File: config.mk
export PLATFORM = sky130hd
export DESIGN_NAME = pcie_io_tx_engine
export DESIGN_NICKNAME = d
export VERILOG_FILES = /design/src/rtl/pcie_io_tx_engine.sv
export SDC_FILE = /design/constraint.sdc
export NUM_CORES = 1
export LEC_CHECK = 0
export ABC_AREA = 1
export CAP_MARGIN = 10
export CORE_MARGIN = 2
export CORE_UTILIZATION = 36
export DETAILED_ROUTE_END_ITERATION = 8
export HOLD_SLACK_MARGIN = 0.02
export PLACE_DENSITY_LB_ADDON = 0.12
export SLEW_MARGIN = 20
export SYNTH_ARGS = -nofsm -noshare
export SYNTH_HDL_FRONTEND = slang
export SYNTH_SLANG_ARGS = --single-unit
File: constraint.sdc
create_clock -name i_clk -period 3.2 [get_ports i_clk]
set_input_delay 0.96 -clock i_clk [delete_from_list [all_inputs] [get_ports i_clk]]
set_output_delay 0.96 -clock i_clk [all_outputs]
set_load 0.02 [all_outputs]
File: src/rtl/pcie_io_tx_engine.sv
// Completion transmit stage: waits for the memory response to the request issued by the Rx
// engine, emits a 3DW Cpl/CplD TLP on the 64-bit AXI-S Tx port (none for posted writes), then pulses o_compl_done.
module pcie_io_tx_engine #(
  parameter int C_DATA_WIDTH           = 64,
  parameter int KEEP_WIDTH             = C_DATA_WIDTH / 8,
  parameter int CFG_PCIE_DMAADDR_WIDTH = 32
) (
  input  logic                              i_nrst,
  input  logic                              i_clk,
  input  logic                              i_s_axis_tx_tready,
  output logic [C_DATA_WIDTH-1:0]           o_s_axis_tx_tdata,
  output logic [KEEP_WIDTH-1:0]             o_s_axis_tx_tkeep,
  output logic                              o_s_axis_tx_tlast,
  output logic                              o_s_axis_tx_tvalid,
  output logic [3:0]                        o_s_axis_tx_tuser,
  input  logic                              i_tx_ena,
  input  logic                              i_tx_completion,
  input  logic                              i_tx_with_data,
  output logic                              o_compl_done,
  input  logic [2:0]                        i_req_tc,
  input  logic                              i_req_td,
  input  logic                              i_req_ep,
  input  logic [1:0]                        i_req_attr,
  input  logic [9:0]                        i_req_len,
  input  logic [15:0]                       i_req_rid,
  input  logic [7:0]                        i_req_tag,
  input  logic [7:0]                        i_req_be,
  input  logic [CFG_PCIE_DMAADDR_WIDTH-1:0] i_req_addr,
  input  logic [15:0]                       i_completer_id,
  input  logic                              i_resp_mem_valid,
  input  logic [63:0]                       i_resp_mem_data
);

  typedef enum logic [2:0] {IDLE, WAIT_RESP, HDR, DATA, DONE} state_t;

  state_t      state, state_nxt;
  logic        cpld_q, posted_q;
  logic [31:0] dw_q;
  logic        dec_cpld, dec_cpl, dec_posted;
  logic [31:0] resp_dw;
  logic [11:0] byte_count;
  logic [1:0]  fmt;
  logic [9:0]  len_field;
  logic        unused_ok;

  assign unused_ok = ^{i_req_be[7:4], i_req_addr[CFG_PCIE_DMAADDR_WIDTH-1:7]};

  // Anything with ena=1 that is not a read or an IO write is handled as a posted write.
  assign dec_cpld   = i_tx_ena & i_tx_with_data & ~i_tx_completion;
  assign dec_cpl    = i_tx_ena & ~i_tx_with_data & i_tx_completion;
  assign dec_posted = ~(dec_cpld | dec_cpl);
  assign resp_dw    = i_req_addr[2] ? i_resp_mem_data[63:32] : i_resp_mem_data[31:0];

  always_comb begin
    byte_count = 12'd1;
    if (i_req_len != 10'd1) begin
      byte_count = {i_req_len, 2'b00};
    end else begin
      casez (i_req_be[3:0])
        4'b1??1:                    byte_count = 12'd4;
        4'b01?1, 4'b1?10:           byte_count = 12'd3;
        4'b0011, 4'b0110, 4'b1100:  byte_count = 12'd2;
        default:                    byte_count = 12'd1;
      endcase
    end
  end

  assign fmt       = cpld_q ? 2'b10 : 2'b00;
  assign len_field = cpld_q ? 10'd1 : 10'd0;

  always_ff @(posedge i_clk or negedge i_nrst) begin
    if (!i_nrst) begin
      state    <= IDLE;
      cpld_q   <= 1'b0;
      posted_q <= 1'b0;
      dw_q     <= '0;
    end else begin
      state <= state_nxt;
      if (state == IDLE && i_tx_ena) begin
        cpld_q   <= dec_cpld;
        posted_q <= dec_posted;
        if (i_resp_mem_valid) dw_q <= resp_dw;
      end
      if (state == WAIT_RESP && i_resp_mem_valid) dw_q <= resp_dw;
    end
  end

  always_comb begin
    state_nxt          = state;
    o_s_axis_tx_tdata  = '0;
    o_s_axis_tx_tkeep  = '0;
    o_s_axis_tx_tlast  = 1'b0;
    o_s_axis_tx_tvalid = 1'b0;
    o_s_axis_tx_tuser  = '0;
    o_compl_done       = 1'b0;
    unique case (state)
      IDLE: begin
        // A response arriving alongside the request is consumed directly, skipping WAIT_RESP.
        if (i_tx_ena) begin
          if (i_resp_mem_valid) state_nxt = dec_posted ? DONE : HDR;
          else                  state_nxt = WAIT_RESP;
        end
      end
      WAIT_RESP: begin
        if (i_resp_mem_valid) state_nxt = posted_q ? DONE : HDR;
      end
      HDR: begin
        o_s_axis_tx_tvalid = 1'b1;
        o_s_axis_tx_tkeep  = '1;
        o_s_axis_tx_tdata  = {i_completer_id, 3'b000, 1'b0, byte_count,
                              1'b0, fmt, 5'b01010, 1'b0, i_req_tc, 4'b0000,
                              i_req_td, i_req_ep, i_req_attr, 2'b00, len_field};
        if (i_s_axis_tx_tready) state_nxt = DATA;
      end
      DATA: begin
        o_s_axis_tx_tvalid = 1'b1;
        o_s_axis_tx_tlast  = 1'b1;
        o_s_axis_tx_tkeep  = cpld_q ? '1 : {{(KEEP_WIDTH/2){1'b0}}, {(KEEP_WIDTH/2){1'b1}}};
        o_s_axis_tx_tdata  = {dw_q, i_req_rid, i_req_tag, 1'b0, i_req_addr[6:0]};
        if (i_s_axis_tx_tready) state_nxt = DONE;
      end
      DONE: begin
        o_compl_done = 1'b1;
        state_nxt    = IDLE;
      end
      default: state_nxt = IDLE;
    endcase
  end

endmodule

==> flow_summary_export.csv, run 1 <==
group,metric,value,unit
timing,timing.final.crit_share,98.5,%
timing,finalClockSkew,4.86,ps
global_routing,grt_pass1_vias,3323,
timing,hold_viol_final,0,
power_and_ir_drop,ir_drop,0.295,mV
cts,cts.root.buffer_cell,"clkbuf_8",
run_status,status,"finished clean",
layout,fill_cells,714,
detailed_routing,via_per_inst,4.74,
cts,cts_tree,"built",
global_routing,antenna_found_initial,0,
power_and_ir_drop,power.leakage,3.06,nW
worst_hold_path,hp-class,"reg2reg",
setup_path,startpoint,"i_req_tag[3]",
cts,holdBufCountCts,0,
detailed_routing,drc,0,
layout,final-seq-area,926,sq um
timing,fin_crit,3150,ps
timing,hold_ws,487,ps
placement,place_congestion,0.816,
floorplan,die-area,9240,sq um
timing,setup_viol,0,
layout,insertedDiodeCount,0,
setup_path,reg2reg_from,"state[2]",
yosys,synth_flop_cell,"dfrtp_1",
setup_path,crit_type,"in2out",
layout,final_layout_size_suffix_gt1_share,15.2,%
layout,area_growth,72.8,%
placement,numPortBuffers,212,
detailed_routing,drt-total-wl,10000,um
setup_path,slowest_stage,"clkdlybuf4s50_1",
floorplan,die_w,96.1,um
layout,layout.nets,810,
timing,worstMarginPinSlew,846,ps
detailed_routing,routedWlPerCell,13.4,um
setup_path,crit_chain,"clkdlybuf4s50_1, inv_1, nor2_1, clkdlybuf4s50_1",
yosys,ys_async_sr_fraction,100,%
yosys,synth-seq-cells,37,
yosys,ys.warnings.count,0,
power_and_ir_drop,p_total,0.00313,W
detailed_routing,drtAntennaViolNets,0,
global_routing,grt_max_degree,38,
worst_hold_path,min_from,"dw_q[12]",
yosys,synth.avg_cell_area,6.88,sq um
setup_path,cpMostUsedCell,"clkdlybuf4s50_1",
setup_path,cp_top_family,"buffers and inverters",
job,cap_violations,0,
yosys,netlist_area,3060,sq um
cts,clk_pin_slew,70,ps
detailed_routing,drt_iter0_drc,62,
yosys,ys_seq_area_share,30.3,%
timing,finalMaxSlewViolations,0,
setup_path,cp.required,2240,ps
setup_path,arrival,2190,ps
detailed_routing,dr.pass1.iters,4,
yosys,synth_edf_count,0,
cts,insertion_delay,280,ps
placement,hpwl,7550,um
yosys,syn_inst,444,
timing,fmax,0.317,GHz
floorplan,start_util,37.2,%
cts,clockBufferDepth,2,
cts,cts_made_buffers,5,
setup_path,cp-start-kind,"primary input",
detailed_routing,num_vias,3542,
setup_path,max_stage_delay,620,ps
setup_path,cp-end-kind,"output port",
floorplan,dieHeight,96.1,um
power_and_ir_drop,powerDensity,592,nW/um^2
cts,cts.htree.levels,2,
setup_path,worstPathBufferInverterCount,3,
global_routing,grt_pass1_wl,15000,um
setup_path,crit_fanout,1,
global_routing,grt.total_usage,20.7,%
floorplan,rows,33,
cts,clkSinkCount,37,
yosys,yosysUniqueCellTypes,26,
layout,multiInputGateArea,1700,sq um
floorplan,core-area,8220,sq um
global_routing,grt_overflow,0,
timing,relSlewSlack,43.6,%
floorplan,ios,247,
timing,rsz0062_at_grt,"false",
cells in the mapped netlist, types with 2 or more instances:
master    instances  area (sq um)
nand3b_1          2          15.0
a22o_1           32           280
inv_1            35           131
buf_12            3          60.1
buf_2             7          35.0
nor2_1           44           165
nand2_1         134           503
buf_4            20           150
nand2_4           3          33.8
inv_2             3          11.3
o21ai_0           7          35.0
nor3_1            3          15.0
clkbuf_1          5          18.8
nand3_1          36           180
dfrtp_1          37           926
nand3_2           2          20.0
nand2_2          60           375
buf_6             3          33.8
worst paths after layout:
| path | slack, ps | end | depth (start not counted) |
|---|---|---|---|
| worst min-delay path | 490 | dw_q[12] | 2 |
| worst max register to register | 1600 | dw_q[13] | 6 |
| max in group asynchronous | 1880 | dw_q[8] | 1 |
| min in group asynchronous | 780 | dw_q[3] | 1 |
| worst min register to register | 490 | dw_q[12] | 2 |
| worst max-delay path | 50 | o_s_axis_tx_tdata[11] | 4 |
repair_timing:
action,4_1_cts,5_1_grt
endpoints found under the setup margin,35,35
setup buffers,1,0
pin swaps,1,0
gates resized for setup,22,36
stage by stage:
step | worst slack (ps) | setup TNS (ps) | area [sq um] | std cells | util, %
after global placement | -310 | -951 | 5120 | 739 | 62.3
after floorplan | 475 | 0 | 3070 | 448 | -
final | 47.5 | 0 | 5280 | 748 | 64.3
after detailed placement | -347 | -1010 | 5120 | 739 | 62.3
after CTS | 2.54 | 0 | 5220 | 748 | 63.5
after global routing | 5.41 | 0 | 5280 | 748 | 64.3
flip-flops by register name (all words and copies together), names as in the netlist:
| register | flops |
|---|---|
| posted_q | 1 |
| dw_q | 32 |
| cpld_q | 1 |
| state | 3 |
worst reg2reg max path: stages, from the launching register on:
cell     delay, ps
dfrtp_1        450
inv_1          200
nand3_2        170
nand2_4        210
buf_4          290
nand3_1        140
nand2_2         80
power by group:
part / internal, W / total [W] / switching (W)
clock: 0.000195 / 0.000352 / 0.000158
combinational: 0.000856 / 0.00192 / 0.00107
sequential: 0.000678 / 0.000854 / 0.000176
cell type report:
cell class                      instances  share of cell area (%)
Timing Repair Buffer                  225                    43.0
Multi-Input combinational cell        334                    32.2
Sequential cell                        37                    17.5
Inverter                               39                    2.87
Tap cell                              105                    2.49
Clock buffer                            7                    1.82
Clock inverter                          1                  0.0947
logic make-up after synthesis:
group	after synthesis	synth area share (%)
and+or+nand+nor	287	44.0
DFF	37	30.3
buffers and inverters	77	14.6
other	1	0.123
AOI/OAI and AO/OA	42	11.0
cell usage in the layout (no fill, tap or decap), drive strengths merged, types with 2 or more instances in the layout:
cell / netlist / layout
nand2: 198 / 198
clkbuf: 5 / 8
nor2: 46 / 46
dfrtp: 37 / 37
a22o: 32 / 32
clkdlybuf4s50: 0 / 164
buf: 33 / 17
nand3b: 2 / 2
dlymetal6s2s: 0 / 31
inv: 39 / 39
nor3: 3 / 3
o21ai: 7 / 7
nand3: 38 / 38
conb: 1 / 5
dlygate4sd2: 0 / 12
routing by layer:
metal / share of wire, % / vias up / GRT usage, %
met5: 0 / - / 0
met4: 0.82 / 0 / 4.88
met3: 11 / 9 / 4.78
met2: 50 / 158 / 37.5
met1: 39 / 1603 / 24.5
li1: - / 1772 / -
No activity file was read; power rests on OpenSTA's default activity.
==> run 2, diff against run 1 <==
Settings changed: ABC_AREA 1 to not set, CAP_MARGIN 10 to not set, CORE_AREA set to 2 2 96 98, CORE_MARGIN 2 to not set, CORE_UTILIZATION 36 to not set, DIE_AREA set to 0 0 98 100.
==> run 2 against run 1 <==
Worst setup slack got worse by 23 ps. Non-clock buffer count down 1. Sequential power down 1%. Register-to-register slack got worse by 320 ps. First-iteration DRC count down 11%. Wire length down 6.9%. Synthesized area down 7.2%. Combinational power is 11% lower. Worst hold slack better by 13 ps. Via count decreased by 19%. Clock power grew 20%. Highest routed layer unchanged.
==> flow_summary_export.csv, run 2 <==
group,metric,value,unit
power_and_ir_drop,clkPwrFrac,14.2,%
detailed_routing,drt_iter0_drc,55,
detailed_routing,num_vias,2875,
timing,worst_slack,24.4,ps
global_routing,grt_max_degree,38,
yosys,synth.most_common_cell,"mux2_2",
yosys,synth_edf_count,0,
global_routing,grt.total_usage,18.6,%
setup_path,crit_type,"in2out",
floorplan,rows,35,
timing,finalClockSkew,5.37,ps
power_and_ir_drop,powerDensity,575,nW/um^2
power_and_ir_drop,ir_drop,0.280,mV
layout,regMostFlops,"dw_q",
detailed_routing,via_per_inst,4.84,
setup_path,crit_fanout,1,
yosys,yosysUniqueCellTypes,38,
global_routing,grt_pass1_wl,14600,um
timing,fmax,0.315,GHz
cts,clockBufferDepth,2,
timing,hold_viol_final,0,
timing,relSlewSlack,41.1,%
power_and_ir_drop,seqPwrFrac,28.3,%
yosys,synth-seq-cells,37,
cts,cts_made_buffers,5,
floorplan,die-area,9800,sq um
setup_path,regToRegSetupSlack,1280,ps
cts,postCtsSetupRepairBufs,0,
yosys,synth_top_area_share,32.6,%
floorplan,dieHeight,100,um
timing,worstMarginPinSlew,884,ps
floorplan,ios,247,
cts,clkSinkCount,37,
detailed_routing,dr.pass1.iters,4,
layout,reg_top3,"dw_q x32, state x3",
timing,fin_crit,3180,ps
floorplan,core-area,8890,sq um
detailed_routing,drt-total-wl,9320,um
power_and_ir_drop,combPwrFrac,57.4,%
cts,cts.htree.levels,2,
layout,insertedDiodeCount,0,
timing,setup_viol,0,
timing,setup_tns,0,ps
detailed_routing,drc,0,
layout,utilization,58.3,%
layout,largest_reg_flops,32,
yosys,synth.avg_cell_area,10.1,sq um
detailed_routing,drtAntennaViolNets,0,
layout,final_cell_mix,"clkdlybuf4s50_1 (179), mux2_2 (64), dfrtp_1 (36), nor2_1 (34), mux2i_1 (33)",
timing,rsz0062_at_grt,"false",
placement,numPortBuffers,212,
timing,hold_ws,501,ps
setup_path,arrival,2220,ps
job,cap_violations,0,
floorplan,die_w,98,um
placement,hpwl,7190,um
setup_path,cp-start-kind,"primary input",
yosys,netlist_area,2840,sq um
cts,cts_tree,"built",
global_routing,grt_overflow,0,
yosys,ys_async_sr_fraction,100,%
placement,placed_cell_area,5000,sq um
global_routing,antenna_found_initial,0,
yosys,syn_inst,281,
setup_path,cp.required,2240,ps
yosys,synth_commonest_cells,"mux2_2 (64), dfrtp_1 (37), nor2_1 (34)",
timing,timing.final.crit_share,99.2,%
power_and_ir_drop,p_sw,0.00111,W
global_routing,grt_pass1_vias,2875,
cts,clk_pin_slew,80,ps
power_and_ir_drop,p_sw_share,37.2,%
placement,place_congestion,0.781,
yosys,ys.warnings.count,0,
worst_hold_path,hp-class,"reg2reg",
detailed_routing,routedWlPerCell,15.7,um
power_and_ir_drop,internal_power,0.00187,W
setup_path,cp-end-kind,"output port",
layout,layout_commonest_cell,"clkdlybuf4s50_1",
cts,cts.root.buffer_cell,"clkbuf_8",
yosys,synth_flop_cell,"dfrtp_1",
placement,pre_cts_ws,-872,ps
floorplan,start_util,31.9,%
yosys,synthTopCellsByArea,"dfrtp_1 (33%), mux2_2 (25%), mux2i_1 (12%)",
layout,layout.nets,650,
layout,final_layout_size_suffix_gt1_share,19.5,%
power_and_ir_drop,power.leakage,2.47,nW
yosys,yosys.area.top_type,"dfrtp_1",
cts,insertion_delay,280,ps
run_status,status,"finished clean",
timing,finalMaxSlewViolations,0,
layout,stdcell_area,5180,sq um
layout,area_growth,82.5,%
yosys,ys_seq_area_share,32.6,%
-- run 2: cell types whose count changed after synthesis, sizes merged, moves of 3 or more --
cell    delta
nand2    -193
mux2      +65
nand3     -37
inv       -33
mux2i     +33
a22o      -31
and3      +24
nor2      -12
a21oi      +7
o21ai      -4
buf        -3
nand2b     +3
nor3b      +3
-- run 2: layout make-up --
type | instances | area, sq um
fill | 796 | 3710
timing repair buffer | 224 | 2270
multi-input combinational | 208 | 1710
sequential | 37 | 927
tap | 111 | 139
clock buffer | 7 | 86.3
clock inverter | 1 | 30.0
inverter | 6 | 22.5
-- run 2: final timing paths --
| path | start | endpoint | cells past startpoint |
|---|---|---|---|
| setup / recovery | i_completer_id[6] | o_s_axis_tx_tdata[54] | 4 |
| hold / removal | dw_q[14] | dw_q[14] | 1 |
| setup reg to reg | state[0] | dw_q[25] | 5 |
| hold reg to reg | dw_q[14] | dw_q[14] | 1 |
| max in group asynchronous | i_nrst | state[0] | 1 |
| min in group asynchronous | i_nrst | dw_q[29] | 1 |
-- run 2: power groups by stage --
stage / Sequential, W / Combinational (W) / Clock [W]
global placement: 0.000843 / 0.00173 / 0
global route: 0.000884 / 0.00185 / 0.000458
detailed placement: 0.000853 / 0.00175 / 0
CTS: 0.000846 / 0.00174 / 0.000439
floorplan: 0.000801 / 0.00113 / 0
finish: 0.000844 / 0.00171 / 0.000424
-- run 2: logic make-up after synthesis --
logic type	Yosys count	share of synthesized area, %
multiplexers	98	37.4
AND/OR/NAND/NOR	82	15.7
buffers and inverters	40	8.60
flip-flops	37	32.6
AO/OA/AOI/OAI	21	4.89
XOR/XNOR	2	0.617
other	1	0.132
-- run 2: through the flow --
| step | cells | total power [W] |
|---|---|---|
| floorplan | 285 | 0.00193 |
| global placement | 586 | 0.00258 |
| detailed placement | 586 | 0.00260 |
| CTS | 594 | 0.00303 |
| global route | 594 | 0.00319 |
| finish | 594 | 0.00298 |
-- run 2: what timing repair did --
item                       4_1_cts  5_1_grt
resized for setup               26       26
setup endpoints to repair       11       35
pin swaps                        1        2
hold buffers                     0        0
-- run 2: routing by layer --
layer / vias up / wire, um / global-route usage (%)
met5: - / 0 / 0
met4: 0 / 55 / 3.95
met2: 140 / 4810 / 34.0
li1: 1381 / - / -
met1: 1348 / 3610 / 21.5
met3: 6 / 854 / 5.78
-- run 2: worst max-delay path, stage by stage --
cell and delay, ps:
clkdlybuf4s50_1 450, mux2i_1 60, nor2_1 100, clkdlybuf4s50_1 640
==> run 3, diff against run 2 <==
Settings changed: CTS_CLUSTER_DIAMETER set to 120.
==> results of run 3 <==
Final layout, timing and power as in run 2 (identical DEF).
